==> src/rtl/rgb_scan_pkg.sv <==
// Shared state encodings, colour-channel layout and BCM timing helpers for the
// HUB75 scan driver.
package rgb_scan_pkg;

    typedef logic [2:0] state_t;

    localparam state_t S_IDLE    = 3'd0;
    localparam state_t S_SHIFT   = 3'd1;
    localparam state_t S_BLANK   = 3'd2;
    localparam state_t S_LATCH   = 3'd3;
    localparam state_t S_DISPLAY = 3'd4;

    // Channel index inside a {R,G,B} pixel word; B occupies the low slice.
    localparam int CH_B = 0;
    localparam int CH_G = 1;
    localparam int CH_R = 2;

    function automatic int chan_lsb(input int ch, input int bpc);
        return ch * bpc;
    endfunction

    // Binary-weighted on-time of bit plane b.
    function automatic int disp_len(input int base, input int b);
        return base << b;
    endfunction

endpackage

==> src/rtl/rgb_bitplane_sel.sv <==
// Picks bit 'plane' of each colour channel out of a packed {R,G,B} pixel word.
module rgb_bitplane_sel
    import rgb_scan_pkg::*;
#(
    parameter int BPC  = 4,
    parameter int PL_W = 2
) (
    input  logic [3*BPC-1:0] word,
    input  logic [PL_W-1:0]  plane,
    output logic [2:0]       bits
);

    genvar gi;
    generate
        for (gi = 0; gi < 3; gi++) begin : g_chan
            assign bits[gi] = |(word[chan_lsb(gi, BPC) +: BPC] & (BPC'(1) << plane));
        end
    endgenerate

endmodule

==> src/rtl/rgb_matrix_scan.sv <==
// HUB75 scan driver: shift one bit plane per pass, latch it, then show it for a
// binary-weighted time. Define RGB_SCAN_DIM_EN to add the brightness input.
module rgb_matrix_scan
    import rgb_scan_pkg::*;
#(
    parameter int COLS      = 32,
    parameter int ROW_BITS  = 3,
    parameter int BPC       = 4,
    parameter int CLK_DIV   = 1,
    parameter int DISP_BASE = 16
) (
    input  logic                              clk,
    input  logic                              reset,
    input  logic                              enable,
`ifdef RGB_SCAN_DIM_EN
    input  logic [7:0]                        brightness,
`endif
    output logic                              rd_en,
    output logic [ROW_BITS+$clog2(COLS)-1:0]  rd_addr,
    input  logic [3*BPC-1:0]                  rd_data_top,
    input  logic [3*BPC-1:0]                  rd_data_bot,
    output logic                              sclk,
    output logic                              latch,
    output logic                              blank,
    output logic [2:0]                        LED_Top,
    output logic [2:0]                        LED_Bottom,
    output logic [ROW_BITS-1:0]               row_select,
    output logic                              frame_done
);

    localparam int COL_W    = $clog2(COLS);
    localparam int LOW_LEN  = (CLK_DIV < 2) ? 2 : CLK_DIV;
    localparam int PER      = LOW_LEN + CLK_DIV;
    localparam int PH_W     = $clog2(PER);
    localparam int PL_W     = (BPC > 1) ? $clog2(BPC) : 1;
    localparam int DC_W     = $clog2((DISP_BASE << (BPC - 1)) + 1);

    state_t                state_reg;
    logic [PH_W-1:0]       ph_reg;
    logic [COL_W-1:0]      col_reg;
    logic [ROW_BITS-1:0]   row_reg;
    logic [PL_W-1:0]       plane_reg;
    logic [DC_W-1:0]       dcnt_reg;
    logic                  en_reg;
    logic [2:0]            led_top_reg;
    logic [2:0]            led_bot_reg;
    logic [ROW_BITS-1:0]   row_sel_reg;

    logic [2:0]            top_bits;
    logic [2:0]            bot_bits;
    logic [DC_W-1:0]       disp_len_cur;
    logic                  disp_last;
    logic                  plane_last;
    logic                  row_last;

    rgb_bitplane_sel #(.BPC(BPC), .PL_W(PL_W)) u_sel_top (
        .word  (rd_data_top),
        .plane (plane_reg),
        .bits  (top_bits)
    );

    rgb_bitplane_sel #(.BPC(BPC), .PL_W(PL_W)) u_sel_bot (
        .word  (rd_data_bot),
        .plane (plane_reg),
        .bits  (bot_bits)
    );

    assign disp_len_cur = DC_W'(disp_len(DISP_BASE, int'(plane_reg)));
    assign disp_last    = (dcnt_reg == disp_len_cur - DC_W'(1));
    assign plane_last   = (plane_reg == PL_W'(BPC - 1));
    assign row_last     = (row_reg == {ROW_BITS{1'b1}});

    always_ff @(posedge clk or posedge reset) begin
        if (reset) begin
            state_reg   <= S_IDLE;
            ph_reg      <= '0;
            col_reg     <= '0;
            row_reg     <= '0;
            plane_reg   <= '0;
            dcnt_reg    <= '0;
            en_reg      <= 1'b0;
            led_top_reg <= '0;
            led_bot_reg <= '0;
            row_sel_reg <= '0;
        end else begin
            en_reg <= enable;
            case (state_reg)
                S_IDLE: begin
                    if (en_reg) begin
                        state_reg <= S_SHIFT;
                        ph_reg    <= '0;
                        col_reg   <= '0;
                    end
                end
                S_SHIFT: begin
                    // Read data is valid in the second low cycle; capture it there.
                    if (ph_reg == PH_W'(1)) begin
                        led_top_reg <= top_bits;
                        led_bot_reg <= bot_bits;
                    end
                    if (ph_reg == PH_W'(PER - 1)) begin
                        ph_reg <= '0;
                        if (col_reg == COL_W'(COLS - 1)) begin
                            col_reg   <= '0;
                            state_reg <= S_BLANK;
                        end else begin
                            col_reg <= col_reg + COL_W'(1);
                        end
                    end else begin
                        ph_reg <= ph_reg + PH_W'(1);
                    end
                end
                S_BLANK: begin
                    state_reg   <= S_LATCH;
                    row_sel_reg <= row_reg;
                end
                S_LATCH: begin
                    state_reg <= S_DISPLAY;
                    dcnt_reg  <= '0;
                end
                S_DISPLAY: begin
                    if (disp_last) begin
                        dcnt_reg <= '0;
                        if (plane_last) begin
                            plane_reg <= '0;
                            row_reg   <= row_reg + ROW_BITS'(1);
                        end else begin
                            plane_reg <= plane_reg + PL_W'(1);
                        end
                        state_reg <= en_reg ? S_SHIFT : S_IDLE;
                    end else begin
                        dcnt_reg <= dcnt_reg + DC_W'(1);
                    end
                end
                default: state_reg <= S_IDLE;
            endcase
        end
    end

`ifdef RGB_SCAN_DIM_EN
    logic [DC_W-1:0]  on_len_reg;
    logic [DC_W+7:0]  dim_prod;

    assign dim_prod = {8'd0, disp_len_cur} * {{DC_W{1'b0}}, brightness};

    // Brightness is captured on the way into LATCH so it cannot change mid-plane.
    always_ff @(posedge clk or posedge reset) begin
        if (reset) begin
            on_len_reg <= '0;
        end else if (state_reg == S_BLANK) begin
            on_len_reg <= DC_W'(dim_prod >> 8);
        end
    end

    assign blank = !((state_reg == S_DISPLAY) && (dcnt_reg < on_len_reg));
`else
    assign blank = (state_reg != S_DISPLAY);
`endif

    assign rd_en      = (state_reg == S_SHIFT) && (ph_reg == '0);
    assign rd_addr    = {row_reg, col_reg};
    assign sclk       = (state_reg == S_SHIFT) && (ph_reg >= PH_W'(LOW_LEN));
    assign latch      = (state_reg == S_LATCH);
    assign LED_Top    = led_top_reg;
    assign LED_Bottom = led_bot_reg;
    assign row_select = row_sel_reg;
    assign frame_done = (state_reg == S_DISPLAY) && disp_last && plane_last && row_last;

endmodule

==> config.mk <==
export PLATFORM = sky130hd
export DESIGN_NAME = rgb_matrix_scan
export DESIGN_NICKNAME = d
export VERILOG_FILES = /design/src/rtl/rgb_scan_pkg.sv /design/src/rtl/rgb_bitplane_sel.sv /design/src/rtl/rgb_matrix_scan.sv
export SDC_FILE = /design/constraint.sdc
export NUM_CORES = 1
export LEC_CHECK = 0
export ABC_AREA = 1
export BUFFER_PORTS_ARGS = -buffer_cell sky130_fd_sc_hd__buf_2
export CORE_UTILIZATION = 52
export DETAILED_ROUTE_END_ITERATION = 7
export PLACE_DENSITY = 0.85
export SLEW_MARGIN = 10
export SYNTH_ARGS = -nofsm -noshare
export SYNTH_HDL_FRONTEND = slang
export SYNTH_SLANG_ARGS = --single-unit
==> constraint.sdc <==
create_clock -name clk -period 2.2 [get_ports clk]
set_clock_uncertainty 0.05 [all_clocks]
set_input_delay 0.33 -clock clk [delete_from_list [all_inputs] [get_ports clk]]
set_output_delay 0.33 -clock clk [all_outputs]
set_load 0.05 [all_outputs]
==> reports/qor.txt, run 1 <==
Rows: 21
IO buf count: 48
DR iter-0 viols: 50
first-pass GRT wire length: 6620 um
slowest stage delay, CP: 0.46 ns
CP Capture Type: output pin
Vias: 1,781
CP arrival: 1.84 ns
Peak VDD IR: 0.000567 V
H-tree depth: 2
Final nets: 340
hold-fix buffers at CTS: 0
post-synth top area share: 44.1%
Switch Pwr: 957 uW
Avg Cell Area, Syn: 7.81 sq um
Synth area leaders: dfrtp_1 (44%), nand2_1 (15%), ha_1 (6.7%)
crit-path leading delay family: simple AND/OR/NAND/NOR gates
fin worst setup slack: -0.0199 ns
Tot GR Track Use: 24.3%
post-route ant nets: 0
max-slew violations: 0
Mapped Area: 1870 sq um
total global routing overflow: 0
fmax: 0.450 GHz
n_diodes: 0
status: finished with violations
GPL Wtd Cong: 0.858
CTS tree: done
commonest non-fill, non-tap cell in the layout: nand2_1
total wire length: 4150 um
Via-to-Cell Ratio: 5.10
Clk network pwr share: 16.8%
Static Leak: 1.23 nW
most frequent cells in the layout: nand2_1 (75), buf_2 (47), dfrtp_1 (31)
synth unique cells: 25
Initial Util: 55.3%
Slowest-stage cell, CP: dfrtp_2
synth warn: 0
part of the cycle the worst path needs: 101%
worst path required time: 1.82 ns
total power: 2.06 mW
Fin Hold WS: 0.00163 ns
Mapped Cells: 240
post-synth top area cell: dfrtp_1
DRC errors left: 0
Final HPWL DP: 3090 um
vias in the first global route: 1,557
Crit path buffers/inverters: 2
switching share of power: 46.4%
Die X: 62.0 um
Flop pwr share: 39.3%
Crit Path Category: reg -> out
slew margin rel.: 65.6%
CP Cell Sequence: inv_2, ha_2, nand2_1, nand3_1, nand3_2, nor2_4, nand3_4, nor2_4, buf_6
clock slew at reported path FFs: 0.10 ns
Die Ht: 62.0 um
failing checks: negative setup slack
fill count: 280
Syn-to-layout area delta: 25.0%
Placement Setup Slack: 0.113 ns
wire per inst: 11.9 um
Tightest Pin Transition: 0.514 ns
core area: 3390 sq um
P per Cell Area: 881 nW/um^2
MaxCap Viol Count: 0
final hold vios: 0
number of flip-flops in the largest register: 8
layout cells sized above 1: 29.0%
Pint: 1.11 mW
RSZ-0062 raised after global routing: yes
Skew-Pair Late Insertion Delay: 0.34 ns
Worst setup SP type: flip-flop
Comb power frac: 43.9%
IO Count: 49
#FFs+latches synth: 33
DR pass1 iterations: 4
Final setup viols: 1
initial antenna violation count: 0
pin count of the biggest net entering global routing: 34
Hold Crit Class: in -> async
CTS buffer count: 5
cell seen most often among critical-path stages: nor2_4
Sink Count: 33
Tmin final: 2.22 ns
clock buffer depth: 2
crit-path max FO: 5
syn_nets: 277
die area: 3850 sq um
root buf cell: clkbuf_4
register area share after synthesis: 44.1%
-- power by group through the flow --
stage	Sequential, mW	Combinational [mW]	Clock, mW
after floorplan	1.15	0.394	0
after global placement	0.816	0.891	0
after detailed placement	0.825	0.913	0
after CTS	0.812	0.915	0.355
after global routing	0.831	0.996	0.385
final	0.810	0.906	0.348
-- what timing repair did --
action / in CTS / in global routing
endpoints found under the setup margin: 1 / 6
hold endpoints to repair: 0 / 0
pin swaps: 4 / 0
resized for setup: 13 / 2
buffers inserted: 5 / 0
-- through the flow --
| stage | instances | setup TNS [ns] | instance area (sq um) | util, % |
|---|---|---|---|---|
| after floorplan | 240 | 0 | 1880 | - |
| after global placement | 337 | 0 | 2210 | 65.1 |
| after detailed placement | 337 | 0 | 2210 | 65.1 |
| after CTS | 349 | 0 | 2340 | 69.0 |
| after global routing | 349 | -0.118 | 2340 | 69.1 |
| final | 349 | -0.0199 | 2340 | 69.1 |
-- tightest hold or removal path, delay by kind of cell --
family | cells | cell delay [ns]
buf+inv | 3 | 0.49
-- kinds of logic after synthesis --
logic type / after synthesis / synth area share [%]
compound gates: 32 / 11.1
buf+inv: 32 / 6.94
simple gates: 129 / 29.3
flops: 33 / 44.1
xor+xnor: 4 / 1.87
fa+ha+maj: 10 / 6.68
-- per-layer routing --
layer  track usage, %  wire length (um)  share of wire (%)
met1             28.5              1730                 42
met2             43.2              2220                 53
met3             7.04               174                4.2
met4             6.35                38               0.91
met5                0                 0                  0
-- path summary, 6_finish.rpt --
path / slack [ns] / from / cells after the start / to
hold / removal: 0.002 / reset / 3 / state_reg[2]
max in group asynchronous: 1.78 / reset / 3 / plane_reg[0]
setup reg to reg: 0.28 / plane_reg[1] / 13 / state_reg[0]
hold reg to reg: 0.42 / row_select[2] / 2 / row_select[2]
min in group clk: 0.04 / enable / 1 / en_reg
setup / recovery: -0.02 / plane_reg[1] / 9 / frame_done
-- cell usage after synthesis --
cell type,instances
nand2_1,76
dfrtp_1,33
nor2_1,28
inv_1,25
nand3_1,16
ha_1,10
a21oi_1,9
o21ai_0,9
a221oi_1,6
xor2_1,4
a21oi_2,3
nand4_1,3
buf_2,2
inv_2,2
nor3_1,2
nor3_4,2
o21bai_1,2
a22o_1,1
a32o_1,1
buf_6,1
clkbuf_1,1
clkinv_1,1
nor2_4,1
o22ai_1,1
or2_2,1
-- cell type report --
cell class / instances / area, sq um / area share, %
sequential: 33 / 828 / 35.4
multi-input combinational: 175 / 960 / 41.0
inverter: 28 / 105 / 4.49
clock buffer: 7 / 55.1 / 2.35
tap: 46 / 57.6 / 2.46
timing repair buffer: 60 / 337 / 14.4
No activity file was read; power rests on OpenSTA's default activity.
==> run 2: changes to the inputs <==
--- a/config.mk
+++ b/config.mk
@@ -7,9 +7,10 @@
 export LEC_CHECK = 0
 export ABC_AREA = 1
 export BUFFER_PORTS_ARGS = -buffer_cell sky130_fd_sc_hd__buf_2
-export CORE_UTILIZATION = 52
+export CORE_UTILIZATION = 30
 export DETAILED_ROUTE_END_ITERATION = 7
-export PLACE_DENSITY = 0.85
+export PLACE_DENSITY = 0.56
+export SETUP_SLACK_MARGIN = 0.05
 export SLEW_MARGIN = 10
 export SYNTH_ARGS = -nofsm -noshare
 export SYNTH_HDL_FRONTEND = slang
==> reports/qor.txt, run 2 (synthesis gave the netlist of run 1 again) <==
Skew-Pair Late Insertion Delay: 0.28 ns (-0.06 ns)
Sink Count: 33 (unchanged)
Fin Hold WS: 0.0850 ns (+0.0833 ns)
fin worst setup slack: 0.0424 ns (+0.0623 ns)
fmax: 0.463 GHz (+2.9%)
fill count: 616 (+120%)
Final HPWL DP: 3150 um (+2.0%)
H-tree depth: 2 (unchanged)
crit-path max FO: 5 (unchanged)
die area: 6570 sq um (+71%)
reg-to-reg critical path endpoint: state_reg[0]
Crit Path Category: reg -> out
clock buffer depth: 2 (unchanged)
placed cells: 367 (+8.9%)
r2r setup slk: 0.42 ns (+0.14 ns)
number of flip-flops in the largest register: 8 (unchanged)
total wire length: 4130 um (-0.65%)
wire per inst: 11.0 um (-7.8%)
slew margin rel.: 64.1% (-1.5 points)
Hold Crit Class: in -> async
GPL Wtd Cong: 0.798 (-6.9%)
Peak VDD IR: 0.000614 V (+8.2%)
Final setup viols: 0 (-1)
CP Capture Type: output pin
Static Leak: 1.25 nW (+1.0%)
worst path required time: 1.82 ns (about the same)
Tot GR Track Use: 14.0% (-10 points)
max-slew violations: 0 (unchanged)
Die Ht: 81.0 um (+31%)
DR iter-0 viols: 60 (+20%)
IO buf count: 48 (unchanged)
Syn-to-layout area delta: 28.6%
Rows: 28 (+33%)
first-pass GRT wire length: 6950 um (+4.9%)
initial antenna violation count: 0 (unchanged)
Util after Layout: 40.2% (-29 points)
Placement Setup Slack: 0.0930 ns (-0.0197 ns)
MaxCap Viol Count: 0 (unchanged)
CTS buffer count: 5 (unchanged)
Final nets: 338 (-0.59%)
Die X: 81.0 um (+31%)
R2R Path Start: plane_reg[0]
final hold vios: 0 (unchanged)
RSZ-0062 raised after global routing: yes
Worst Reg2Reg Path Length in Cells: 8 (-5)
vias in the first global route: 1,560 (+0.19%)
status: completed
root buf cell: clkbuf_8
hold-fix buffers at CTS: 0 (unchanged)
DRC errors left: 0 (unchanged)
IO Count: 49 (unchanged)
Final Non-Filler Cells: 376 (+7.7%)
Tmin final: 2.16 ns (-0.0623 ns)
Initial Util: 31.3% (-24 points)
pin count of the biggest net entering global routing: 34 (unchanged)
P per Cell Area: 899 nW/um^2 (+2.0%)
clock slew at reported path FFs: 0.06 ns (-0.04 ns)
core area: 5990 sq um (+77%)
commonest non-fill, non-tap cell in the layout: nand2_1
Via-to-Cell Ratio: 4.49 (-12%)
CTS tree: done
total power: 2.17 mW (+5.0%)
DR pass1 iterations: 4 (unchanged)
Vias: 1,687 (-5.3%)
CP arrival: 1.78 ns (-0.06 ns)
most frequent cells in the layout: nand2_1 (75), buf_2 (47), dfrtp_1 (32)
post-route ant nets: 0 (unchanged)
total global routing overflow: 0 (unchanged)
n_diodes: 0 (unchanged)
Worst setup SP type: flip-flop
part of the cycle the worst path needs: 98.1% (-2.8 points)
layout cells sized above 1: 27.9% (-1.1 points)
Tightest Pin Transition: 0.537 ns (+0.0227 ns)
==> run 2: per-layer routing <==
metal | GRT usage [%] | wire, um | vias to the layer above
met1 | 16.8 | 1910 | 757
met3 | 3.82 | 157 | 7
met4 | 6.43 | 74 | 0
li1 | - | - | 896
met5 | 0 | 0 | -
met2 | 23.3 | 1980 | 27
==> run 2: area by class of cell <==
type / instances / area, sq um / share of cell area, %
Timing Repair Buffer: 58 / 322 / 13.3
Multi-Input combinational cell: 175 / 976 / 40.5
Tap cell: 75 / 93.8 / 3.89
Clock buffer: 7 / 86.3 / 3.58
Sequential cell: 33 / 827 / 34.3
Inverter: 28 / 105 / 4.36
==> run 2: power breakdown <==
| group | switching, mW | leakage, nW | internal [mW] |
|---|---|---|---|
| Combinational | 0.669 | 0.780 | 0.230 |
| Sequential | 0.0823 | 0.421 | 0.726 |
| Clock | 0.211 | 0.0443 | 0.248 |
==> run 2: worst max-delay path by stage <==
stage	from	end	slack, ns
floorplan	state_reg[0]	frame_done	0.06
global placement	plane_reg[0]	frame_done	0.12
detailed placement	plane_reg[1]	frame_done	0.09
CTS	plane_reg[1]	frame_done	0.06
global route	plane_reg[0]	frame_done	-0.04
finish	plane_reg[0]	frame_done	0.04
==> run 2: stage by stage <==
step	setup TNS (ns)	cell area (sq um)
detailed placement	0	2250
finish	0	2410
global placement	0	2250
global route	-0.0358	2410
floorplan	0	1880
CTS	0	2390
==> run 2: worst max-delay path: stages, from the launching register on <==
cell,delay (ns)
dfrtp_2,0.46
ha_2,0.23
nand2_1,0.09
nand2_1,0.06
nor2_1,0.12
nand2_2,0.09
nor2_4,0.11
nand3_4,0.09
nor2_4,0.09
buf_6,0.16
==> run 2: timing repair <==
action | CTS | global route
buffers inserted | 1 | 1
gates resized for setup | 13 | 2
endpoints found under the setup margin | 1 | 1
pin swaps | 4 | 0
